`src/rtl/sprite_line_evaluator.sv`:
```
// Per-scanline sprite evaluation: scans primary OAM, copies entries in range of the next
// line into secondary OAM and reports sprite count, sprite-0 candidacy and sticky overflow.
module sprite_line_evaluator #(
    parameter int NUM_OAM_ENTRIES  = 64,
    parameter int SPRITES_PER_LINE = 8,
    parameter int OVERFLOW_MODE    = 0,
    localparam int SW = $clog2(SPRITES_PER_LINE * 4),
    localparam int CW = $clog2(SPRITES_PER_LINE + 1)
) (
    input  logic          CLK,
    input  logic          RST,
    input  logic          tick,
    input  logic          start,
    input  logic [8:0]    lineCount,
    input  logic          spriteSize,
    input  logic          clearOverflow,
    output logic [7:0]    oamReadAddr,
    input  logic [7:0]    oamReadData,
    output logic          secWrEn,
    output logic [SW-1:0] secWrAddr,
    output logic [7:0]    secWrData,
    output logic [CW-1:0] spriteCount,
    output logic          sprite0InRange,
    output logic          spriteOverflow,
    output logic          done
);

    localparam int NW = $clog2(NUM_OAM_ENTRIES);

    typedef enum logic [2:0] {
        IDLE,
        CLEAR,
        ISSUE_Y,
        CHECK_Y,
        COPY1,
        COPY2,
        COPY3,
        DONE
    } state_t;

    state_t        state_q, state_d;
    logic [NW-1:0] n_q, n_d;
    logic [1:0]    m_q, m_d;
    logic [SW-1:0] clr_q, clr_d;
    logic [7:0]    rd_addr_q, rd_addr_d;
    logic          wr_en_q, wr_en_d;
    logic [SW-1:0] wr_addr_q, wr_addr_d;
    logic [7:0]    wr_data_q, wr_data_d;
    logic [CW-1:0] count_q, count_d;
    logic          sprite0_q, sprite0_d;
    logic          overflow_q, overflow_d;
    logic          done_q, done_d;

    logic [7:0]    entry_base;
    logic [SW-1:0] slot_base;
    logic [9:0]    y_diff;
    logic          in_range;
    logic          slots_full;
    logic          last_entry;
    logic          last_clear;

    assign entry_base = 8'({n_q, 2'b00});
    assign slot_base  = SW'({count_q, 2'b00});
    // Negative difference (sprite starts below the line) shows up as bit 9 set.
    assign y_diff     = {1'b0, lineCount} - {2'b00, oamReadData};
    assign in_range   = !y_diff[9] && (y_diff < (spriteSize ? 10'd16 : 10'd8));
    assign slots_full = (count_q == CW'(SPRITES_PER_LINE));
    assign last_entry = (n_q == NW'(NUM_OAM_ENTRIES - 1));
    assign last_clear = (clr_q == SW'(SPRITES_PER_LINE * 4 - 1));

    always_comb begin
        state_d    = state_q;
        n_d        = n_q;
        m_d        = m_q;
        clr_d      = clr_q;
        rd_addr_d  = rd_addr_q;
        wr_en_d    = wr_en_q;
        wr_addr_d  = wr_addr_q;
        wr_data_d  = wr_data_q;
        count_d    = count_q;
        sprite0_d  = sprite0_q;
        overflow_d = overflow_q;
        done_d     = done_q;

        if (tick) begin
            wr_en_d = 1'b0;
            if (clearOverflow) begin
                overflow_d = 1'b0;
            end
            if (start) begin
                state_d   = CLEAR;
                n_d       = '0;
                m_d       = '0;
                clr_d     = '0;
                count_d   = '0;
                sprite0_d = 1'b0;
                done_d    = 1'b0;
            end else begin
                unique case (state_q)
                    CLEAR: begin
                        wr_en_d   = 1'b1;
                        wr_addr_d = clr_q;
                        wr_data_d = 8'hFF;
                        clr_d     = clr_q + SW'(1);
                        if (last_clear) begin
                            state_d = ISSUE_Y;
                        end
                    end
                    ISSUE_Y: begin
                        rd_addr_d = entry_base + 8'(m_q);
                        state_d   = CHECK_Y;
                    end
                    CHECK_Y: begin
                        if (!slots_full && in_range) begin
                            wr_en_d   = 1'b1;
                            wr_addr_d = slot_base;
                            wr_data_d = oamReadData;
                            rd_addr_d = entry_base + 8'd1;
                            state_d   = COPY1;
                        end else if (slots_full && in_range) begin
                            overflow_d = 1'b1;
                            done_d     = 1'b1;
                            state_d    = DONE;
                        end else begin
                            // Hardware bug emulation: byte offset walks diagonally once slots are full.
                            if (slots_full && (OVERFLOW_MODE != 0)) begin
                                m_d = m_q + 2'd1;
                            end
                            n_d = n_q + NW'(1);
                            if (last_entry) begin
                                done_d  = 1'b1;
                                state_d = DONE;
                            end else begin
                                state_d = ISSUE_Y;
                            end
                        end
                    end
                    COPY1: begin
                        wr_en_d   = 1'b1;
                        wr_addr_d = slot_base + SW'(1);
                        wr_data_d = oamReadData;
                        rd_addr_d = entry_base + 8'd2;
                        state_d   = COPY2;
                    end
                    COPY2: begin
                        wr_en_d   = 1'b1;
                        wr_addr_d = slot_base + SW'(2);
                        wr_data_d = oamReadData;
                        rd_addr_d = entry_base + 8'd3;
                        state_d   = COPY3;
                    end
                    COPY3: begin
                        wr_en_d   = 1'b1;
                        wr_addr_d = slot_base + SW'(3);
                        wr_data_d = oamReadData;
                        count_d   = count_q + CW'(1);
                        sprite0_d = sprite0_q | (n_q == '0);
                        n_d       = n_q + NW'(1);
                        if (last_entry) begin
                            done_d  = 1'b1;
                            state_d = DONE;
                        end else begin
                            state_d = ISSUE_Y;
                        end
                    end
                    default: begin
                    end
                endcase
            end
        end
    end

    always_ff @(posedge CLK or posedge RST) begin
        if (RST) begin
            state_q    <= IDLE;
            n_q        <= '0;
            m_q        <= '0;
            clr_q      <= '0;
            rd_addr_q  <= '0;
            wr_en_q    <= 1'b0;
            wr_addr_q  <= '0;
            wr_data_q  <= '0;
            count_q    <= '0;
            sprite0_q  <= 1'b0;
            overflow_q <= 1'b0;
            done_q     <= 1'b1;
        end else begin
            state_q    <= state_d;
            n_q        <= n_d;
            m_q        <= m_d;
            clr_q      <= clr_d;
            rd_addr_q  <= rd_addr_d;
            wr_en_q    <= wr_en_d;
            wr_addr_q  <= wr_addr_d;
            wr_data_q  <= wr_data_d;
            count_q    <= count_d;
            sprite0_q  <= sprite0_d;
            overflow_q <= overflow_d;
            done_q     <= done_d;
        end
    end

    // A registered strobe is only presented on dot-enabled cycles.
    assign secWrEn        = wr_en_q & tick;
    assign secWrAddr      = wr_addr_q;
    assign secWrData      = wr_data_q;
    assign oamReadAddr    = rd_addr_q;
    assign spriteCount    = count_q;
    assign sprite0InRange = sprite0_q;
    assign spriteOverflow = overflow_q;
    assign done           = done_q;

endmodule

```
`config.mk`:
```
export PLATFORM = sky130hd
export DESIGN_NAME = sprite_line_evaluator
export DESIGN_NICKNAME = d
export VERILOG_FILES = /design/src/rtl/sprite_line_evaluator.sv
export SDC_FILE = /design/constraint.sdc
export NUM_CORES = 1
export LEC_CHECK = 0
export CELL_PAD_IN_SITES_DETAIL_PLACEMENT = 1
export CELL_PAD_IN_SITES_GLOBAL_PLACEMENT = 1
export CORE_MARGIN = 2
export CORE_UTILIZATION = 43
export DETAILED_ROUTE_END_ITERATION = 12
export PLACE_DENSITY_LB_ADDON = 0.1
export SYNTH_ARGS = -nofsm -noshare
export SYNTH_HDL_FRONTEND = slang
export SYNTH_SLANG_ARGS = --single-unit
```
`constraint.sdc`:
```
create_clock -name CLK -period 4.83 [get_ports CLK]
set_input_delay 0.7245 -clock CLK [delete_from_list [all_inputs] [get_ports CLK]]
set_output_delay 0.7245 -clock CLK [all_outputs]
set_load 0.01 [all_outputs]
```
==> results of run 1 <==
## worst reg2reg max path: stages, from the launching register on
cell and delay [ps]:
dfrtp_1 620, inv_1 260, nor2_1 350, a21oi_1 190, nor2_1 530, o21ai_0 210, a22o_1 230
## registers in the layout (all words and copies together) (netlist names)
name,count
clr_q,5
done,1
n_q,6
oamReadAddr,8
secWrAddr,5
secWrData,8
sprite0InRange,1
spriteCount,4
spriteOverflow,1
state_q,3
wr_en_q,1
## routing by layer
metal,up-vias,global-route usage,wire [um]
met5,-,0,0
met2,56,0.3911,3431
li1,1076,-,-
met3,5,0.03626,270
met4,0,0.04167,53
met1,1096,0.2934,3233
## per-stage QoR
step | util | setup slack (ps) | instance area, um^2
finish | 0.5541 | 1005 | 3281
global route | 0.5541 | 723.0 | 3281
CTS | 0.5541 | 1003 | 3281
detailed placement | 0.5391 | 695.1 | 3192
global placement | 0.5391 | 798.8 | 3192
floorplan | - | 1483 | 2619
## power groups by stage
stage | logic (W) | registers, W | clock network [W]
6_report | 0.000232 | 0.000436 | 0.000232
5_1_grt | 0.000262 | 0.000443 | 0.000254
4_1_cts | 0.000235 | 0.000437 | 0.000239
3_5_place_dp | 0.000233 | 0.000443 | 0
3_3_place_gp | 0.000226 | 0.000442 | 0
2_1_floorplan | 0.000126 | 0.000444 | 0
## area by class of cell
class	count	area (um^2)
clock buffers	5	68.82
inverters	18	67.56
repair buffers	55	540.5
flip-flops and latches	43	1077
well taps	75	93.84
fillers	677	2640
clock inverters	3	20.02
multi-input cells	193	1413
## logic make-up after synthesis
group / synth area share
multiplexers: 0.07358
XOR/XNOR: 0.02007
AND/OR/NAND/NOR: 0.1558
AO/OA/AOI/OAI: 0.2136
adder cells (fa/ha/maj): 0.07644
buffers and inverters: 0.04921
flip-flops: 0.4114
## cells in the final DEF, fill, tap and decap left out, types with 4 or more instances in the layout
master            n
a21oi_1          18
nor2_1           14
mux2_2            6
nor3_1            4
xnor2_1           4
o21ai_0          17
nor3b_1           4
and3_1            6
nand2b_1          5
buf_4             4
clkdlybuf4s50_1  51
dfrtp_1          42
and2_1            4
o22a_1            8
mux2_4            7
inv_1            17
nand3_1           4
nor2b_1           5
ha_1             16
nand2_1          14
clkbuf_8          5
a31oi_1           6
## how the worst min path moves through the flow
stage                         endpoint  slack, ps  cells past startpoint
after CTS                 secWrData[1]        500                      1
after global placement         wr_en_q        450                      1
final                     secWrData[1]        500                      1
after detailed placement  secWrData[1]        480                      1
after floorplan                wr_en_q        450                      1
after global routing           wr_en_q        510                      1
==> metrics.csv, run 1 <==
stage;metric;value;unit
status;status;complete, no violations;
place;place_hpwl;5069;um
timing;setup_violations;0;
critical_path;start_kind;input port;
floorplanning;fp.dieArea;6731;um^2
clock_tree;root_buffer;clkbuf_8;
floorplanning;rows;28;
clock_tree;post_cts_buffers;0;
timing;slew_violations;0;
pwr;ir_worst_vdd;0.1377;mV
timing;max_freq;261.5;MHz
clock_tree;hold_buffers;0;
critical_path;reg2reg_slack;2340;ps
yosys;async_flop_share;1.000;
clock_tree;htreeDepth;2;
pwr;switching_power;0.0002763;W
timing;fin_crit_sh;0.7919;
critical_path;critical_path_class;in -> reg;
yosys;seq_area_frac_synth;0.4114;
pwr;clockPowerShare;0.258;
place;dp.cells;384;
yosys;synth_area_per_cell;9.808;um^2
floorplanning;dieWidth;82.04;um
floorplanning;core-area;5921;um^2
yosys;syn_area;2619;um^2
grt;antenna_found_initial;0;
critical_path;cp_slowest_cell;a311o_1;
clock_tree;cts_tree;built;
critical_path;r2r_end;n_q[3];
clock_tree;cts_made_buffers;5;
timing;whs;495.1;ps
yosys;synth_area_leaders;dfrtp_1 (40%), ha_1 (7.6%), mux2_4 (4.0%);
timing;finalHoldViolCount;0;
critical_path;cp.arrival;4010;ps
critical_path;setup.worst_path.end;oamReadAddr[7];
pwr;p_leak;1.397;nW
yosys;ys_types;59;
grt;grt_start_max_net_pins;44;
routing;dr_total_vias;2233;
timing;maxSlewHeadroom;0.4205;
clock_tree;path_clk_slew;90;ps
critical_path;max_stage_delay;570;ps
pwr;totalPowerFinal;0.0009006;W
routing;wl_per_cell;17.83;um
yosys;synth_nets;306;
critical_path;r2r_start;state_q[1];
pwr;cellPowerDensity;274.5;nW/um^2
clock_tree;cts.path.max_buffers;2;
yosys;synth.most_common_cell;dfrtp_1;
routing;drt-vias-per-instance;5.696;
finish;final_cells;392;
yosys;synth.cells.most_frequent;dfrtp_1 (42), a21oi_1 (18), inv_1 (18);
finish;syn2layout_area_growth;25.27;%
floorplanning;io_pins;52;
pwr;intPower;0.0006243;W
place;place_congestion;0.8310;
yosys;syn_inst;267;
timing;fin_setup_tns;0;ps
critical_path;path_depth;13;
critical_path;worstPathMaxFanout;7;
routing;routed_wl;6989;um
routing;ant_nets;0;
finish;drive_gt1_frac;0.09779;
routing;drc;0;
finish;diodes;0;
place;portBuffers;51;
worst_hold_path;min-delay-start;secWrData[1];
clock_tree;clk_latency;300;ps
finish;final_nets;355;
timing;period_minus_slack;3825;ps
critical_path;path_delay_family;compound AO/OA/AOI/OAI gates;
yosys;synth_flop_cell;dfrtp_1;
critical_path;r2r_cells;6;
pwr;pwr-share-seq;0.484;
routing;drt_iter0_drc;90;
pwr;p_comb_frac;0.257;
grt;grt_overflow;0;
floorplanning;die_h;82.04;um
yosys;synth-seq-cells;43;
grt;grt_util_all_layers;0.2237;
timing;fin_skew;8.876;ps
timing;worst_slew_pin_slew;869.2;ps
yosys;yosysTopAreaCell;dfrtp_1;
clock_tree;cts_resized;0;
critical_path;path_cells;clkdlybuf4s50_1 -> inv_1 -> ha_1 -> a21oi_1 -> o21ai_2 -> a21oi_1 -> xnor2_1 -> ha_1 -> or3_1 -> o221ai_1 -> nand4_2 -> a311o_1 -> mux2_4;
critical_path;cp.required;5010;ps
grt;grt_pass1_vias;2334;
yosys;synth_edf_count;0;
clock_tree;clock_sinks;43;
worst_hold_path;hp-class;reg -> reg;
routing;drt_first_pass_iters;4;
yosys;yosysWarningCount;0;
floorplanning;initial_utilization;0.4423;
job;cap_violations;0;
critical_path;endpoint_kind;flop;
critical_path;worst-path-buf-inv;2;
grt;grt_pass1_wl;11460;um
critical_path;startpoint;oamReadData[2];
yosys;synth_top_area_frac;0.4013;
pwr;swShare;0.3068;
timing;rsz0062_at_grt;no;
(Power assumes the default switching activity.)
==> run 2: changes to the inputs <==
--- a/config.mk
+++ b/config.mk
@@ -8,7 +8,7 @@
 export CELL_PAD_IN_SITES_DETAIL_PLACEMENT = 1
 export CELL_PAD_IN_SITES_GLOBAL_PLACEMENT = 1
 export CORE_MARGIN = 2
-export CORE_UTILIZATION = 43
+export CORE_UTILIZATION = 40
 export DETAILED_ROUTE_END_ITERATION = 12
 export PLACE_DENSITY_LB_ADDON = 0.1
 export SYNTH_ARGS = -nofsm -noshare
==> constraint.sdc (replaced) <==
create_clock -name CLK -period 3.9 [get_ports CLK]
set_input_delay 0.585 -clock CLK [delete_from_list [all_inputs] [get_ports CLK]]
set_output_delay 0.585 -clock CLK [all_outputs]
set_load 0.01 [all_outputs]
==> run 2 against run 1 <==
Net effect: clock power up 25%; clock skew up 5.6 ps; first-iteration DRC count up 46%; setup slack worse by 670 ps; non-clock buffer count up 5; core utilization down 3.2 points; sequential share of layout area down 0.36 points; worst hold slack worse by 15 ps; final cell count up 1.8%; die area up 7.1%; combinational power up 25%; via count up 2.4%.
==> metrics.csv, run 2 (synthesis gave the netlist of run 1 again) <==
stage;metric;value;unit
status;status;complete, no violations;
clock_tree;htreeDepth;2;
grt;grt_start_max_net_pins;44;
finish;final_nets;360;
job;cap_violations;0;
timing;maxSlewHeadroom;0.6256;
floorplanning;fp.dieArea;7210;um^2
critical_path;worstPathMaxFanout;7;
critical_path;cp.arrival;3760;ps
pwr;clockPowerShare;0.259;
clock_tree;path_clk_slew;90;ps
pwr;intPower;0.0007772;W
floorplanning;rows;29;
critical_path;endpoint_kind;flop;
routing;dr_total_vias;2287;
grt;antenna_found_initial;0;
grt;grt_overflow;0;
routing;ant_nets;0;
place;portBuffers;51;
critical_path;start_kind;input port;
floorplanning;io_pins;52;
floorplanning;core-area;6350;um^2
clock_tree;cts.path.max_buffers;2;
clock_tree;clock_sinks;43;
floorplanning;dieWidth;84.91;um
place;dp.cells;391;
pwr;pwr-share-seq;0.481;
pwr;swShare;0.3062;
routing;wl_per_cell;17.40;um
pwr;p_comb_frac;0.259;
timing;slew_violations;0;
grt;grt_pass1_vias;2456;
clock_tree;cts_made_buffers;5;
grt;grt_util_all_layers;0.2042;
timing;fin_skew;14.48;ps
critical_path;cp.required;4090;ps
finish;syn2layout_area_growth;26.66;%
timing;period_minus_slack;3564;ps
timing;worst_slew_pin_slew;559.5;ps
finish;final_cells;399;
finish;fin_util;0.5224;
timing;setup_violations;0;
routing;drt_iter0_drc;131;
finish;final_cell_mix;clkdlybuf4s50_1 (51), dfrtp_1 (42), a21oi_1 (18), inv_1 (17), o21ai_0 (17);
routing;drt-vias-per-instance;5.732;
clock_tree;hold_buffers;0;
pwr;totalPowerFinal;0.001120;W
grt;grt_pass1_wl;12010;um
clock_tree;cts_resized;0;
pwr;cellPowerDensity;337.7;nW/um^2
timing;finalHoldViolCount;0;
place;place_congestion;0.8790;
finish;diodes;0;
critical_path;critical_path_class;in -> reg;
clock_tree;cts_tree;built;
clock_tree;post_cts_buffers;0;
place;place_hpwl;5022;um
timing;rsz0062_at_grt;no;
floorplanning;die_h;84.91;um
finish;drive_gt1_frac;0.1087;
floorplanning;initial_utilization;0.4124;
routing;routed_wl;6943;um
finish;final_common_cell;clkdlybuf4s50_1;
timing;fin_crit_sh;0.9138;
pwr;ir_worst_vdd;0.1746;mV
worst_hold_path;hp-class;reg -> reg;
routing;drc;0;
pwr;switching_power;0.0003430;W
routing;drt_first_pass_iters;4;
pwr;p_leak;1.422;nW
clock_tree;root_buffer;clkbuf_8;
timing;max_freq;280.6;MHz
clock_tree;clk_latency;310;ps
[run 2: changes by cell type in the layout (fill, tap and decap cells not counted)]
cell        previous run  this run
buf_4                  4         9
clkbuf_1               0         1
clkinvlp_4             2         1
[run 2: area by class of cell]
| type | instances | area [um^2] |
|---|---|---|
| inverter | 18 | 67.56 |
| fill | 714 | 3033 |
| clock buffer | 6 | 72.57 |
| multi-input combinational | 193 | 1413 |
| timing repair buffer | 60 | 578.1 |
| tap | 77 | 96.34 |
| clock inverter | 2 | 12.51 |
| sequential | 43 | 1077 |
[run 2: path summary, 6_finish.rpt]
kind                                 from             end  slack [ps]  cells after the start
hold / removal                    wr_en_q         wr_en_q         480                      1
max in group asynchronous             RST    secWrData[5]        2800                      3
setup / recovery           oamReadData[2]  oamReadAddr[2]         340                     13
min in group asynchronous             RST    secWrAddr[2]         720                      3
setup reg to reg               state_q[1]          n_q[3]        1460                      6
hold reg to reg                   wr_en_q         wr_en_q         480                      1
[run 2: through the flow]
step	setup TNS, ps	worst slack [ps]	hold WS (ps)	area, um^2
floorplan	0	692.0	445.7	2619
global placement	0	78.56	456.0	3232
detailed placement	-1.950	-1.950	469.0	3232
CTS	0	327.0	488.9	3317
global route	0	54.19	511.6	3317
finish	0	336.0	479.7	3317
[run 2: power groups by stage]
stage	logic, W	registers, W	clock network [W]
after CTS	0.000295	0.000541	0.000296
after detailed placement	0.000293	0.000549	0
after global placement	0.000284	0.000548	0
after floorplan	0.000156	0.000549	0
after global routing	0.000330	0.000548	0.000309
final	0.000291	0.000539	0.000290
[run 2: worst max-delay path, cell delays in order]
cell and delay [ps]:
clkdlybuf4s50_1 470, inv_1 40, ha_1 280, a21oi_1 150, o21ai_2 80, a21oi_1 180
xnor2_1 90, ha_1 200, or3_1 340, o221ai_1 270, nand4_2 140, a311o_1 560
mux2_4 360
[run 2: per-layer routing]
layer,global-route usage,share of wire,wire [um]
met2,0.3422,0.47,3273
met1,0.2792,0.48,3348
met4,0.05195,0.0097,67
met5,0,0,0
met3,0.02918,0.036,253
==> run 3: changes to the inputs <==
--- a/config.mk
+++ b/config.mk
@@ -11,6 +11,7 @@
 export CORE_UTILIZATION = 40
 export DETAILED_ROUTE_END_ITERATION = 12
 export PLACE_DENSITY_LB_ADDON = 0.1
+export SKIP_LAST_GASP = 1
 export SYNTH_ARGS = -nofsm -noshare
 export SYNTH_HDL_FRONTEND = slang
 export SYNTH_SLANG_ARGS = --single-unit
==> results of run 3 <==
Final layout, timing and power as in run 2 (identical DEF).
